$ cat src/rtl/hazard_controller_pkg.sv
// Shared definitions for the pipeline hazard controller: FSM state encodings,
// default register-index width, and the packed bundle of pipeline controls.
package hazard_controller_pkg;

  localparam int unsigned REG_ADDR_W_DEF = 5;

  // Memory-wait FSM encodings
  localparam logic [1:0] ST_RUN      = 2'd0;
  localparam logic [1:0] ST_MEM_WAIT = 2'd1;
  localparam logic [1:0] ST_FAULT    = 2'd2;

  // Per-cycle pipeline register controls driven by the hazard controller
  typedef struct packed {
    logic pc_write_en;
    logic ifid_write_en;
    logic ifid_flush;
    logic idex_write_en;
    logic idex_flush;
    logic exmem_write_en;
    logic memwb_bubble;
  } hz_ctrl_t;

endpackage

$ cat src/rtl/hazard_controller_sat_counter.sv
// Saturating up-counter with asynchronous active-low clear.
// Ports: clk, rst_n (async clear), i_inc (count enable), o_cnt (value).
module sat_counter #(
  parameter int unsigned CNT_W = 16
) (
  input  logic             clk,
  input  logic             rst_n,
  input  logic             i_inc,
  output logic [CNT_W-1:0] o_cnt
);

  logic [CNT_W-1:0] r_cnt;

  // Hold at all-ones instead of wrapping
  always_ff @(posedge clk or negedge rst_n) begin
    if (!rst_n) begin
      r_cnt <= '0;
    end else if (i_inc && (r_cnt != {CNT_W{1'b1}})) begin
      r_cnt <= r_cnt + CNT_W'(1);
    end
  end

  assign o_cnt = r_cnt;

endmodule

$ cat src/rtl/hazard_controller.sv
// Stall/flush sequencer for the 5-stage pipeline. Priority: memory freeze >
// taken branch flush > load-use stall. Owns the memory-wait FSM with timeout
// fault and saturating stall/flush performance counters.
// Ports:
//   clk, rst_n                      clock, async active-low reset
//   i_id_rs1/rs2, i_id_uses_rs1/rs2 ID source operands and their use flags
//   i_ex_mem_read, i_ex_rd          load in EX and its destination
//   i_ex_branch_taken               branch in EX resolved taken
//   i_mem_req, i_mem_ready          MEM-stage access request / completion
//   o_*_write_en, o_*_flush,
//   o_memwb_bubble                  pipeline register controls (combinational)
//   o_timeout_err                   sticky memory-timeout fault
//   o_stall_cnt, o_flush_cnt        saturating performance counters
module hazard_controller
  import hazard_controller_pkg::*;
#(
  parameter int unsigned REG_ADDR_W = REG_ADDR_W_DEF,
  parameter int unsigned MAX_WAIT   = 15,
  parameter int unsigned WAIT_W     = 4,
  parameter int unsigned CNT_W      = 16
) (
  input  logic                  clk,
  input  logic                  rst_n,
  input  logic [REG_ADDR_W-1:0] i_id_rs1,
  input  logic [REG_ADDR_W-1:0] i_id_rs2,
  input  logic                  i_id_uses_rs1,
  input  logic                  i_id_uses_rs2,
  input  logic                  i_ex_mem_read,
  input  logic [REG_ADDR_W-1:0] i_ex_rd,
  input  logic                  i_ex_branch_taken,
  input  logic                  i_mem_req,
  input  logic                  i_mem_ready,
  output logic                  o_pc_write_en,
  output logic                  o_ifid_write_en,
  output logic                  o_ifid_flush,
  output logic                  o_idex_write_en,
  output logic                  o_idex_flush,
  output logic                  o_exmem_write_en,
  output logic                  o_memwb_bubble,
  output logic                  o_timeout_err,
  output logic [CNT_W-1:0]      o_stall_cnt,
  output logic [CNT_W-1:0]      o_flush_cnt
);

  logic [1:0]        r_state;
  logic [1:0]        w_state_nxt;
  logic [WAIT_W-1:0] r_wait_cnt;
  logic [WAIT_W-1:0] w_wait_nxt;
  logic              r_timeout_err;
  logic              w_err_nxt;

  logic              w_mem_stall;
  logic              w_freeze;
  logic              w_load_use;
  logic              w_branch;
  logic              w_lu_stall;
  hz_ctrl_t          w_ctrl;

  // Hazard detection; x0 is never a real dependency
  always_comb begin
    w_mem_stall = i_mem_req && !i_mem_ready;
    w_freeze    = (r_state == ST_MEM_WAIT) || (r_state == ST_FAULT) ||
                  ((r_state == ST_RUN) && w_mem_stall);
    w_load_use  = i_ex_mem_read && (i_ex_rd != '0) &&
                  ((i_id_uses_rs1 && (i_id_rs1 == i_ex_rd)) ||
                   (i_id_uses_rs2 && (i_id_rs2 == i_ex_rd)));
    w_branch    = !w_freeze && i_ex_branch_taken;
    w_lu_stall  = !w_freeze && !i_ex_branch_taken && w_load_use;
  end

  // Pipeline controls: freeze holds everything and feeds a bubble into WB
  always_comb begin
    w_ctrl = '{pc_write_en: 1'b1, ifid_write_en: 1'b1, ifid_flush: 1'b0,
               idex_write_en: 1'b1, idex_flush: 1'b0, exmem_write_en: 1'b1,
               memwb_bubble: 1'b0};
    if (w_freeze) begin
      w_ctrl = '{pc_write_en: 1'b0, ifid_write_en: 1'b0, ifid_flush: 1'b0,
                 idex_write_en: 1'b0, idex_flush: 1'b0, exmem_write_en: 1'b0,
                 memwb_bubble: 1'b1};
    end else if (w_branch) begin
      w_ctrl.ifid_flush = 1'b1;
      w_ctrl.idex_flush = 1'b1;
    end else if (w_lu_stall) begin
      w_ctrl.pc_write_en   = 1'b0;
      w_ctrl.ifid_write_en = 1'b0;
      w_ctrl.idex_flush    = 1'b1;
    end
  end

  // Memory-wait FSM next state; the ready cycle still freezes, so release
  // costs exactly one extra cycle
  always_comb begin
    w_state_nxt = r_state;
    w_wait_nxt  = r_wait_cnt;
    w_err_nxt   = r_timeout_err;
    case (r_state)
      ST_RUN: begin
        if (w_mem_stall) begin
          w_state_nxt = ST_MEM_WAIT;
          w_wait_nxt  = WAIT_W'(1);
        end
      end
      ST_MEM_WAIT: begin
        if (i_mem_ready) begin
          w_state_nxt = ST_RUN;
          w_wait_nxt  = '0;
        end else if (r_wait_cnt == WAIT_W'(MAX_WAIT)) begin
          w_state_nxt = ST_FAULT;
          w_err_nxt   = 1'b1;
        end else begin
          w_wait_nxt  = r_wait_cnt + WAIT_W'(1);
        end
      end
      ST_FAULT: begin
        w_state_nxt = ST_FAULT;
      end
      default: begin
        w_state_nxt = ST_RUN;
        w_wait_nxt  = '0;
      end
    endcase
  end

  // State register
  always_ff @(posedge clk or negedge rst_n) begin
    if (!rst_n) begin
      r_state       <= ST_RUN;
      r_wait_cnt    <= '0;
      r_timeout_err <= 1'b0;
    end else begin
      r_state       <= w_state_nxt;
      r_wait_cnt    <= w_wait_nxt;
      r_timeout_err <= w_err_nxt;
    end
  end

  sat_counter #(.CNT_W(CNT_W)) u_stall_cnt (
    .clk   (clk),
    .rst_n (rst_n),
    .i_inc (w_freeze || w_lu_stall),
    .o_cnt (o_stall_cnt)
  );

  sat_counter #(.CNT_W(CNT_W)) u_flush_cnt (
    .clk   (clk),
    .rst_n (rst_n),
    .i_inc (w_branch),
    .o_cnt (o_flush_cnt)
  );

  assign o_pc_write_en    = w_ctrl.pc_write_en;
  assign o_ifid_write_en  = w_ctrl.ifid_write_en;
  assign o_ifid_flush     = w_ctrl.ifid_flush;
  assign o_idex_write_en  = w_ctrl.idex_write_en;
  assign o_idex_flush     = w_ctrl.idex_flush;
  assign o_exmem_write_en = w_ctrl.exmem_write_en;
  assign o_memwb_bubble   = w_ctrl.memwb_bubble;
  assign o_timeout_err    = r_timeout_err;

endmodule
$ cat config.mk
export PLATFORM = sky130hd
export DESIGN_NAME = hazard_controller
export DESIGN_NICKNAME = d
export VERILOG_FILES = /design/src/rtl/hazard_controller_pkg.sv /design/src/rtl/hazard_controller_sat_counter.sv /design/src/rtl/hazard_controller.sv
export SDC_FILE = /design/constraint.sdc
export NUM_CORES = 1
export LEC_CHECK = 0
export CAP_MARGIN = 20
export CORE_ASPECT_RATIO = 1.4
export CORE_MARGIN = 3
export CORE_UTILIZATION = 40
export DETAILED_ROUTE_END_ITERATION = 6
export PLACE_DENSITY = 0.7
export REMOVE_ABC_BUFFERS = 1
export SYNTH_ARGS = -nofsm -noshare
export SYNTH_HDL_FRONTEND = slang
export SYNTH_SLANG_ARGS = --single-unit
$ cat constraint.sdc
create_clock -name clk -period 2.15 [get_ports clk]
set_input_delay 0.215 -clock clk [delete_from_list [all_inputs] [get_ports clk]]
set_output_delay 0.215 -clock clk [all_outputs]
set_load 0.01 [all_outputs]
Word level (Yosys, flattened, before mapping) --
Cells that the tools add are included.
Storage, ports and cells: register bits after elaboration 39, bits of input ports 23, logic and storage cells 60
Operators by class: add/sub/neg operators 3, equal/unequal tests 10, mux-type cells 17, bitwise gates (word level) 2, reductions and logical operators 23
Operator list (number):
- $add 16x1->16 const B | 2
- $ne 16x16->1 const B | 2
- $mux 2 | 6
- $mux 4 | 3
- $pmux 4 s3 | 1
- $logic_and 1x1->1 | 11
- $eq 5x5->1 | 2
- $pmux 2 s3 | 1
- $reduce_and 3->1 | 2
- $mux 1 | 5
- $reduce_bool 5->1 | 1
- $add 4x1->4 const B | 1
- $eq 4x4->1 const B | 1
- $logic_or 1x1->1 | 4
- $logic_not 1->1 | 3
- $mux 3 | 1
- $ne 3x2->1 const B | 1
- $ne 3x3->1 const B | 1
- $eq 2x1->1 const B | 1
- $eq 2x2->1 const B | 1
- $logic_not 2->1 | 1
- $ne 2x2->1 const B | 1
- $not 1->1 | 2
- $reduce_and 2->1 | 1

Logic depth before layout (Yosys ltp) --
Gate-level depths: netlist (run 1).
depth after elaboration 10, mapped depth 9

Cells and area by module --
From an unflattened synthesis (run 1), not the netlist that was laid out.
Unflattened totals: cell total of the unflattened synthesis 211, area total of the unflattened synthesis 2349.8 µm²
By module, submodules not included:
- sat_counter | times used 2, cells an instance 72, area each 859.6 µm², sequential area each 400.4 µm²
- hazard_controller | times used 1, cells an instance 67, area each 630.6 µm², sequential area each 175.2 µm²

Least setup slack after synthesis (run 1) --
OpenSTA, ideal clock, no wires.
kind register to register, start point reg u_stall_cnt.r_cnt[0], in the netlist u_stall_cnt.o_cnt[0], end point reg u_stall_cnt.r_cnt[13], in the netlist u_stall_cnt.o_cnt[13], data arrival time 2050 ps, path slack 21 ps, stages on the path, launching flop included 9, path buffers 1, clock period less this slack 2129 ps, cell sequence dfrtp_1 ha_1 nand3_1 or4_4 o31a_1 a21o_1 buf_6 nand4_1 xnor2_1
Between the ends: cells in the longest elaborated chain, start to end 2
RTL lines:
- from (decl) | line hazard_controller_sat_counter.sv:12 | logic [CNT_W-1:0] r_cnt;
- from (signal assigned) | line hazard_controller_sat_counter.sv:19 | r_cnt <= r_cnt + CNT_W'(1);
- branches (longest 2 deep; another with $add 16x1->16)
Parallel ways; which one is timed is not known. A chain may end at the register's enable or synchronous reset.

Final worst setup path (run 1) --
start point reg u_stall_cnt.r_cnt[0], in the netlist u_stall_cnt.o_cnt[0], end point reg u_stall_cnt.r_cnt[1], in the netlist u_stall_cnt.o_cnt[1]
Same word-level chain as after synthesis.

==> qor.yml, run 1 <==
outcome:
  outcome: "finished, final reports clean"
synth:
  yosysWarnings: 0
  yosys.area.top_type: "dfrtp_1"
  synth-seq-cells: 39
  ys_async_sr_fraction_pct: 100
  synthDistinctLibCells: 38
  synth_edf_count: 0
  syn_area_um2: 2060
  synthMostInstantiatedCell: "dfrtp_1"
  synth_common_cells: "39 x dfrtp_1, 34 x xnor2_1, 18 x nand2_1"
  ys.flop_type: "dfrtp_1"
  synthCells: 200
  ys_seq_area_share_pct: 47.4
  yosys.area.top_type_share_pct: 47.4
  syn_avg_cell_area_um2: 10.3
  synth.area.top_cells: "dfrtp_1 47%, xnor2_1 14%, ha_1 3.6%, nand4_1 3.6%, nand2_1 3.3%"
power:
  powerDensity_nw_per_um2: 918
  power_mw: 2.87
  ir_drop_mv: 0.653
  p_leak_nw: 1.36
sta:
  max-slew-margin-rel_pct: 43.5
  rsz0062_at_grt: "false"
  fmax_mhz: 485
  timing.hold.ws_ps: 31.7
  fin_skew_ps: 10.8
  setup_ws_ps: 89.9
  finalHoldViolCount: 0
  period_minus_slack_ps: 2060
  finalMaxSlewViolations: 0
  setup_viol: 0
  min_period_over_period_pct: 95.8
  tightest_slew_ps: 848
  setup_tns_ps: 0
clock_tree:
  worstSkewPairLatency_ps: 290
  path_clk_slew_ps: 70
  htree_levels: 2
  cts-root-buf: "clkbuf_8"
  hold_buffers: 0
  clockBufferDepth: 2
  cts_tree: "yes"
  cts_buffers: 5
  clock_sink_count: 39
finish:
  multi_input_area_um2: 1070
  area_delta_synth_final_pct: 52.0
  stdcell_area_um2: 3130
  stdcell_count: 362
  fillers: 407
  drive_above_1_share_pct: 18.5
  n_antenna_cell: 0
  register_area_um2: 976
  nNetsFinal: 326
  final_util_pct: 63.6
drt:
  wl_um: 4850
  via_per_inst: 5.07
  ant_nets: 0
  drtIter0Drc: 35
  drt-pass1-iter-count: 4
  vias: 1834
  wl_per_cell_um: 13.4
  drt_drc_violations_left: 0
placement:
  place_area_um2: 2930
  port-buffer-count: 62
  gp_congestion: 0.732
  dp_hpwl_um: 3560
  place_worst_setup_slack_ps: -300
  dp_cells: 350
setup_path:
  critPathSlowestCell: "or4_4"
  startpoint_type: "register"
  reg2reg_from: "u_stall_cnt.o_cnt[0]"
  cpPeakStageDelay_ps: 490
  path_cells: "ha_1 > nand3_2 > or4_4 > o31a_1 > a21o_4 > mux2_2"
  crit_fanout: 7
  critical_path_class: "reg -> reg"
  r2r_end: "u_stall_cnt.o_cnt[1]"
  required_ps: 2320
  cp-end-kind: "register"
  cp.arrival_ps: 2230
  r2r_setup_slack_ps: 90
  r2r_cells: 6
hold_path:
  holdCritPathClass: "in -> async"
global_routing:
  globalRouteOverflowTotal: 0
  grt_start_max_net_pins: 40
  grt_first_pass_wirelength_um: 8000
  track_usage_pct: 16.6
  grt_pass1_vias: 1773
  antenna_found_initial: 0
floorplan:
  io_pins: 63
  die_h_um: 90.9
  initial_core_util_pct: 41.8
  num_rows: 30
  dieArea_um2: 6050
  core_um2: 4920
  fp.dieW_um: 66.6
flow_run:
  max-cap-violations: 0
-- critical path, delay by kind of cell (launching register included) --
kind / cells / cell delay [ps]
flip-flops: 1 / 360
adder cells (fa/ha/maj): 1 / 190
multiplexers: 1 / 270
AO/OA/AOI/OAI: 2 / 550
AND/OR/NAND/NOR: 2 / 590
-- report_power, final --
part	switching [mW]	leakage, nW	total (mW)	internal, mW
clock network	0.257	0.0612	0.633	0.376
logic	0.532	0.784	1.23	0.695
registers	0.131	0.517	1.01	0.879
-- worst max path at each step --
stage                          from               endpoint  slack (ps)  cells past startpoint
2_1_floorplan            r_state[1]  u_stall_cnt.o_cnt[14]        -230                      8
3_3_place_gp             i_ex_rd[1]        o_ifid_write_en        -280                      5
3_5_place_dp             i_ex_rd[1]        o_ifid_write_en        -300                      5
4_1_cts        u_stall_cnt.o_cnt[0]   u_stall_cnt.o_cnt[1]           9                      6
5_1_grt                  r_state[0]  u_flush_cnt.o_cnt[12]           3                     10
6_report       u_stall_cnt.o_cnt[0]   u_stall_cnt.o_cnt[1]          90                      6
-- sequential cells by signal, indices dropped and copies added (netlist names) --
register	count
u_flush_cnt.o_cnt	16
r_state	2
u_stall_cnt.o_cnt	16
r_wait_cnt	4
o_timeout_err	1
-- cell usage in the layout, fill, tap and decap left out, drive strengths merged, types with 4 or more instances in the layout --
cell type / Yosys / routed
xor2: 4 / 4
buf: 3 / 32
nor2: 8 / 8
nand4: 12 / 12
clkbuf: 1 / 6
o21ai: 5 / 5
ha: 6 / 6
a21oi: 6 / 6
xnor2: 34 / 34
dfrtp: 39 / 39
nand2: 18 / 18
dlygate4sd2: 0 / 5
clkdlybuf4s50: 0 / 54
nor3: 4 / 4
nand3: 12 / 12
and3: 6 / 6
inv: 10 / 10
-- layer usage --
layer,global-route usage (%),up-vias,wire (um)
met5,0,-,0
met2,28.1,56,2360
met3,4.61,4,322
met4,4.24,0,42
li1,-,893,-
met1,20.4,881,2130
-- cell families (layout without fill, tap and decap cells) --
| family | after synthesis | count (layout) | share of synthesized area (%) |
|---|---|---|---|
| DFF | 39 | 39 | 47.4 |
| AOI/OAI and AO/OA | 25 | 26 | 8.15 |
| xor gates and xnor gates | 38 | 38 | 16.2 |
| buffers and inverters | 14 | 111 | 3.28 |
| muxes | 4 | 4 | 2.13 |
| and+or+nand+nor | 74 | 74 | 19.2 |
| adders and majority gates | 6 | 6 | 3.65 |
-- timing repair --
action / in CTS / in global routing
buffers inserted: 2 / 1
gates resized for setup: 14 / 4
cloned: 0 / 1
pin swaps: 2 / 3
setup endpoints to repair: 16 / 12
-- area by class of cell --
cell class	count	area share, %
clock buffers	6	2.64
clock inverters	2	1.12
inverters	10	1.20
multi-input cells	148	34.2
flip-flops and latches	39	31.2
well taps	64	2.56
repair buffers	93	27.1
Power figures use the tool's default switching activity.
==> run 2, diff against run 1 <==
TNS_END_PERCENT = 30   (was not set)
==> qor.yml, run 2 (synthesized netlist as in run 1, its figures left out) <==
drt:
  drtIter0Drc: 39
  drt-pass1-iter-count: 4
  via_per_inst: 5.13
  drt_drc_violations_left: 0
  vias: 1848
  wl_um: 4860
  wl_per_cell_um: 13.5
  ant_nets: 0
setup_path:
  cp-startpoint: "u_stall_cnt.o_cnt[0]"
  r2r_setup_slack_ps: 90
  r2r_end: "u_stall_cnt.o_cnt[1]"
  critical_path_class: "reg -> reg"
  crit_fanout: 7
  startpoint_type: "register"
  r2r_cells: 6
  cp.arrival_ps: 2220
  required_ps: 2320
  cp-end-kind: "register"
  reg2reg_from: "u_stall_cnt.o_cnt[0]"
floorplan:
  io_pins: 63
  initial_core_util_pct: 41.8
  core_um2: 4920
  num_rows: 30
  fp.dieW_um: 66.6
  dieArea_um2: 6050
  die_h_um: 90.9
global_routing:
  globalRouteMet1Util_pct: 20.4
  antenna_found_initial: 0
  grt-busiest-layer: "met2"
  globalRouteOverflowTotal: 0
  grt_pass1_vias: 1771
  grt.met2_usage_pct: 28.1
  grt_use_met3_pct: 4.61
  grt_start_max_net_pins: 40
  track_usage_pct: 16.6
  grt_first_pass_wirelength_um: 8000
power:
  power_mw: 2.86
  p_leak_nw: 1.35
  ir_drop_mv: 0.654
  powerDensity_nw_per_um2: 920
finish:
  drive_above_1_share_pct: 17.9
  layout_commonest_cell: "clkdlybuf4s50_1"
  area_delta_synth_final_pct: 51.2
  n_antenna_cell: 0
  stdcell_count: 360
  layout_common_cells: "53 x clkdlybuf4s50_1, 39 x dfrtp_1, 34 x xnor2_1, 29 x buf_4, 18 x nand2_1"
  nNetsFinal: 324
sta:
  max-slew-margin-rel_pct: 43.5
  fin_skew_ps: 11.1
  period_minus_slack_ps: 2060
  tightest_slew_ps: 848
  rsz0062_at_grt: "false"
  fmax_mhz: 487
  finalHoldViolCount: 0
  setup_viol: 0
  finalMaxSlewViolations: 0
  min_period_over_period_pct: 95.6
clock_tree:
  path_clk_slew_ps: 70
  clockBufferDepth: 2
  cts_tree: "yes"
  cts-root-buf: "clkbuf_8"
  cts_buffers: 5
  worstSkewPairLatency_ps: 290
  hold_buffers: 0
  clock_sink_count: 39
  htree_levels: 2
flow_run:
  max-cap-violations: 0
placement:
  dp_hpwl_um: 3560
  port-buffer-count: 62
  dp_cells: 350
  gp_congestion: 0.732
outcome:
  outcome: "finished, final reports clean"
hold_path:
  holdCritPathClass: "in -> async"
-- run 2: power by group --
group | leakage (nW) | total [mW] | internal [mW] | switching, mW
registers | 0.517 | 1.01 | 0.879 | 0.132
logic | 0.777 | 1.22 | 0.685 | 0.531
clock network | 0.0612 | 0.633 | 0.376 | 0.257
-- run 2: worst max-delay path by stage --
stage | end | cells after the start
after floorplan | u_stall_cnt.o_cnt[14] | 8
after global placement | o_ifid_write_en | 5
after detailed placement | o_ifid_write_en | 5
after CTS | u_stall_cnt.o_cnt[1] | 6
after global routing | u_stall_cnt.o_cnt[1] | 6
final | u_stall_cnt.o_cnt[1] | 6
-- run 2: repair_timing --
action | 4_1_cts | 5_1_grt
pin swaps | 2 | 3
buffers inserted | 1 | 0
gates cloned | 0 | 1
gates resized for setup | 15 | 4
setup endpoints to repair | 16 | 8
-- run 2: critical path, stage by stage, from the launching register on --
cell and delay (ps):
dfrtp_1 360, ha_1 190, nand3_2 100, or4_4 490, o31a_1 290, a21o_4 250, mux2_2 270
-- run 2: layout make-up --
class	count	area (um^2)
Fill cell	411	1810
Multi-Input combinational cell	148	1070
Sequential cell	39	976
Timing Repair Buffer	91	831
Clock buffer	6	82.6
Tap cell	64	80.1
Inverter	10	37.5
Clock inverter	2	35.0
-- run 2: layer usage --
| layer | vias to the layer above | part of all wire (%) |
|---|---|---|
| li1 | 891 | - |
| met1 | 879 | 43 |
| met2 | 70 | 48 |
| met3 | 8 | 7.6 |
| met4 | 0 | 1.4 |
| met5 | - | 0 |
-- run 2: through the flow --
step	cell area, um^2	setup slack, ps	util (%)	hold WS, ps	setup TNS (ps)
after floorplan	2030	-232	-	-80.6	-299
after global placement	2930	-281	59.6	378	-1830
after detailed placement	2930	-300	59.6	375	-2840
after CTS	3090	9.22	62.8	61.9	0
after global routing	3110	21.2	63.3	92.8	0
final	3110	94.8	63.3	35.4	0
==> run 3, diff against run 2 <==
CORE_UTILIZATION = 42   (was 40)
PLACE_DENSITY = 0.73   (was 0.7)
==> qor.yml, run 3 (synthesized netlist as in run 1, its figures left out) <==
drt:
  wl_um: 4910
  vias: 1811
  via_per_inst: 5.12
  ant_nets: 0
  drtIter0Drc: 47
  drt_drc_violations_left: 0
  wl_per_cell_um: 13.9
  drt-pass1-iter-count: 4
floorplan:
  dieArea_um2: 5790
  fp.dieW_um: 65.1
  core_um2: 4640
  initial_core_util_pct: 44.3
  io_pins: 63
  die_h_um: 88.8
  num_rows: 29
finish:
  stdcell_count: 354
  layout_common_cells: "54 x clkdlybuf4s50_1, 39 x dfrtp_1, 34 x xnor2_1, 25 x buf_4, 18 x nand2_1"
  area_delta_synth_final_pct: 47.5
  nNetsFinal: 320
  n_antenna_cell: 0
  layout_commonest_cell: "clkdlybuf4s50_1"
  drive_above_1_share_pct: 16.1
  final_util_pct: 65.3
power:
  p_seq_share_pct: 37.8
  p_clk_share_pct: 17.5
  p_leak_nw: 1.30
  power_switching_mw: 0.907
  combPwrFrac_pct: 44.6
  ir_drop_mv: 0.786
  swShare_pct: 33.8
  powerDensity_nw_per_um2: 884
  internal-power_mw: 1.78
clock_tree:
  cts-root-buf: "clkbuf_8"
  cts_tree: "yes"
  path_clk_slew_ps: 70
  cts_buffers: 5
  clock_sink_count: 39
  worstSkewPairLatency_ps: 290
  htree_levels: 2
  clockBufferDepth: 2
sta:
  tightest_slew_ps: 851
  max-slew-margin-rel_pct: 43.3
  finalMaxSlewViolations: 0
  rsz0062_at_grt: "true"
  fmax_mhz: 489
  fin_skew_ps: 7.31
  timing.hold.ws_ps: 31.7
  min_period_over_period_pct: 95.1
  setup_viol: 0
  finalHoldViolCount: 0
  period_minus_slack_ps: 2040
setup_path:
  required_ps: 1930
  cp.arrival_ps: 1830
  path_cells: "clkdlybuf4s50_1 > xnor2_1 > nand4_1 > o22ai_4 > a21oi_1 > nor2_1 > dlygate4sd2_1"
  r2r_setup_slack_ps: 120
  cp-end-kind: "output pin"
  critical_path_class: "in -> out"
  r2r_end: "u_stall_cnt.o_cnt[1]"
  cpPeakStageDelay_ps: 550
  critPathSlowestCell: "clkdlybuf4s50_1"
  r2r_cells: 6
  startpoint_type: "primary input"
  reg2reg_from: "u_stall_cnt.o_cnt[0]"
  crit_fanout: 4
global_routing:
  antenna_found_initial: 0
  grt_start_max_net_pins: 40
  grt_pass1_vias: 1863
  globalRouteOverflowTotal: 0
  track_usage_pct: 17.9
  grt_first_pass_wirelength_um: 8160
placement:
  dp_cells: 344
  port-buffer-count: 62
  dp_hpwl_um: 3650
  gp_congestion: 0.789
flow_run:
  max-cap-violations: 0
hold_path:
  holdCritPathClass: "in -> async"
outcome:
  outcome: "finished, final reports clean"
## run 3: metal layers
layer	up-vias	part of all wire (%)	global-route usage [%]
li1	882	-	-
met5	-	0	0
met3	5	6.9	4.32
met1	860	42	20.8
met2	64	50	32.6
met4	0	1.2	5.09
## run 3: what timing repair did
action | CTS | global route
hold buffers | 0 | 0
setup buffers | 1 | 0
pin swaps | 0 | 5
cloned | 0 | 1
gates resized for setup | 12 | 5
setup endpoints to repair | 14 | 17
## run 3: how the worst max path moves through the flow
stage / startpoint / cells after the start / to / slack [ps]
2_1_floorplan: r_state[1] / 8 / u_stall_cnt.o_cnt[14] / -230
3_3_place_gp: i_ex_rd[1] / 8 / u_stall_cnt.o_cnt[14] / -110
3_5_place_dp: i_ex_rd[4] / 8 / u_stall_cnt.o_cnt[14] / -170
4_1_cts: r_state[0] / 7 / o_ifid_flush / 20
5_1_grt: i_ex_rd[1] / 7 / o_idex_flush / -60
6_report: i_ex_rd[1] / 7 / o_idex_flush / 110
## run 3: power by group through the flow
| stage | sequential (mW) | clock, mW | combinational [mW] |
|---|---|---|---|
| global placement | 1.02 | 0 | 1.18 |
| CTS | 1.01 | 0.487 | 1.19 |
| finish | 1.02 | 0.470 | 1.20 |
| detailed placement | 1.02 | 0 | 1.20 |
| global route | 1.04 | 0.520 | 1.33 |
| floorplan | 1.08 | 0 | 0.448 |
## run 3: worst max-delay path, delay by kind of cell
family                 cells  cell delay, ps
buffers and inverters      2             840
AO/OA/AOI/OAI              2             350
AND/OR/NAND/NOR            2             270
XOR/XNOR                   1             150
## run 3: area by class of cell
cell class | count | area [um^2]
sequential | 39 | 976
timing repair buffer | 87 | 798
fill | 409 | 1610
tap | 62 | 77.6
clock inverter | 1 | 5.00
clock buffer | 7 | 76.3
inverter | 10 | 37.5
multi-input combinational | 148 | 1060
## run 3: per-stage QoR
stage / setup slack, ps / area (um^2) / total power [mW] / setup TNS [ps]
floorplan: -232 / 2030 / 1.53 / -299
global placement: -113 / 2900 / 2.19 / -863
detailed placement: -168 / 2900 / 2.22 / -1310
CTS: 15.0 / 3000 / 2.69 / 0
global route: -61.4 / 3030 / 2.89 / -61.4
finish: 106 / 3030 / 2.68 / 0
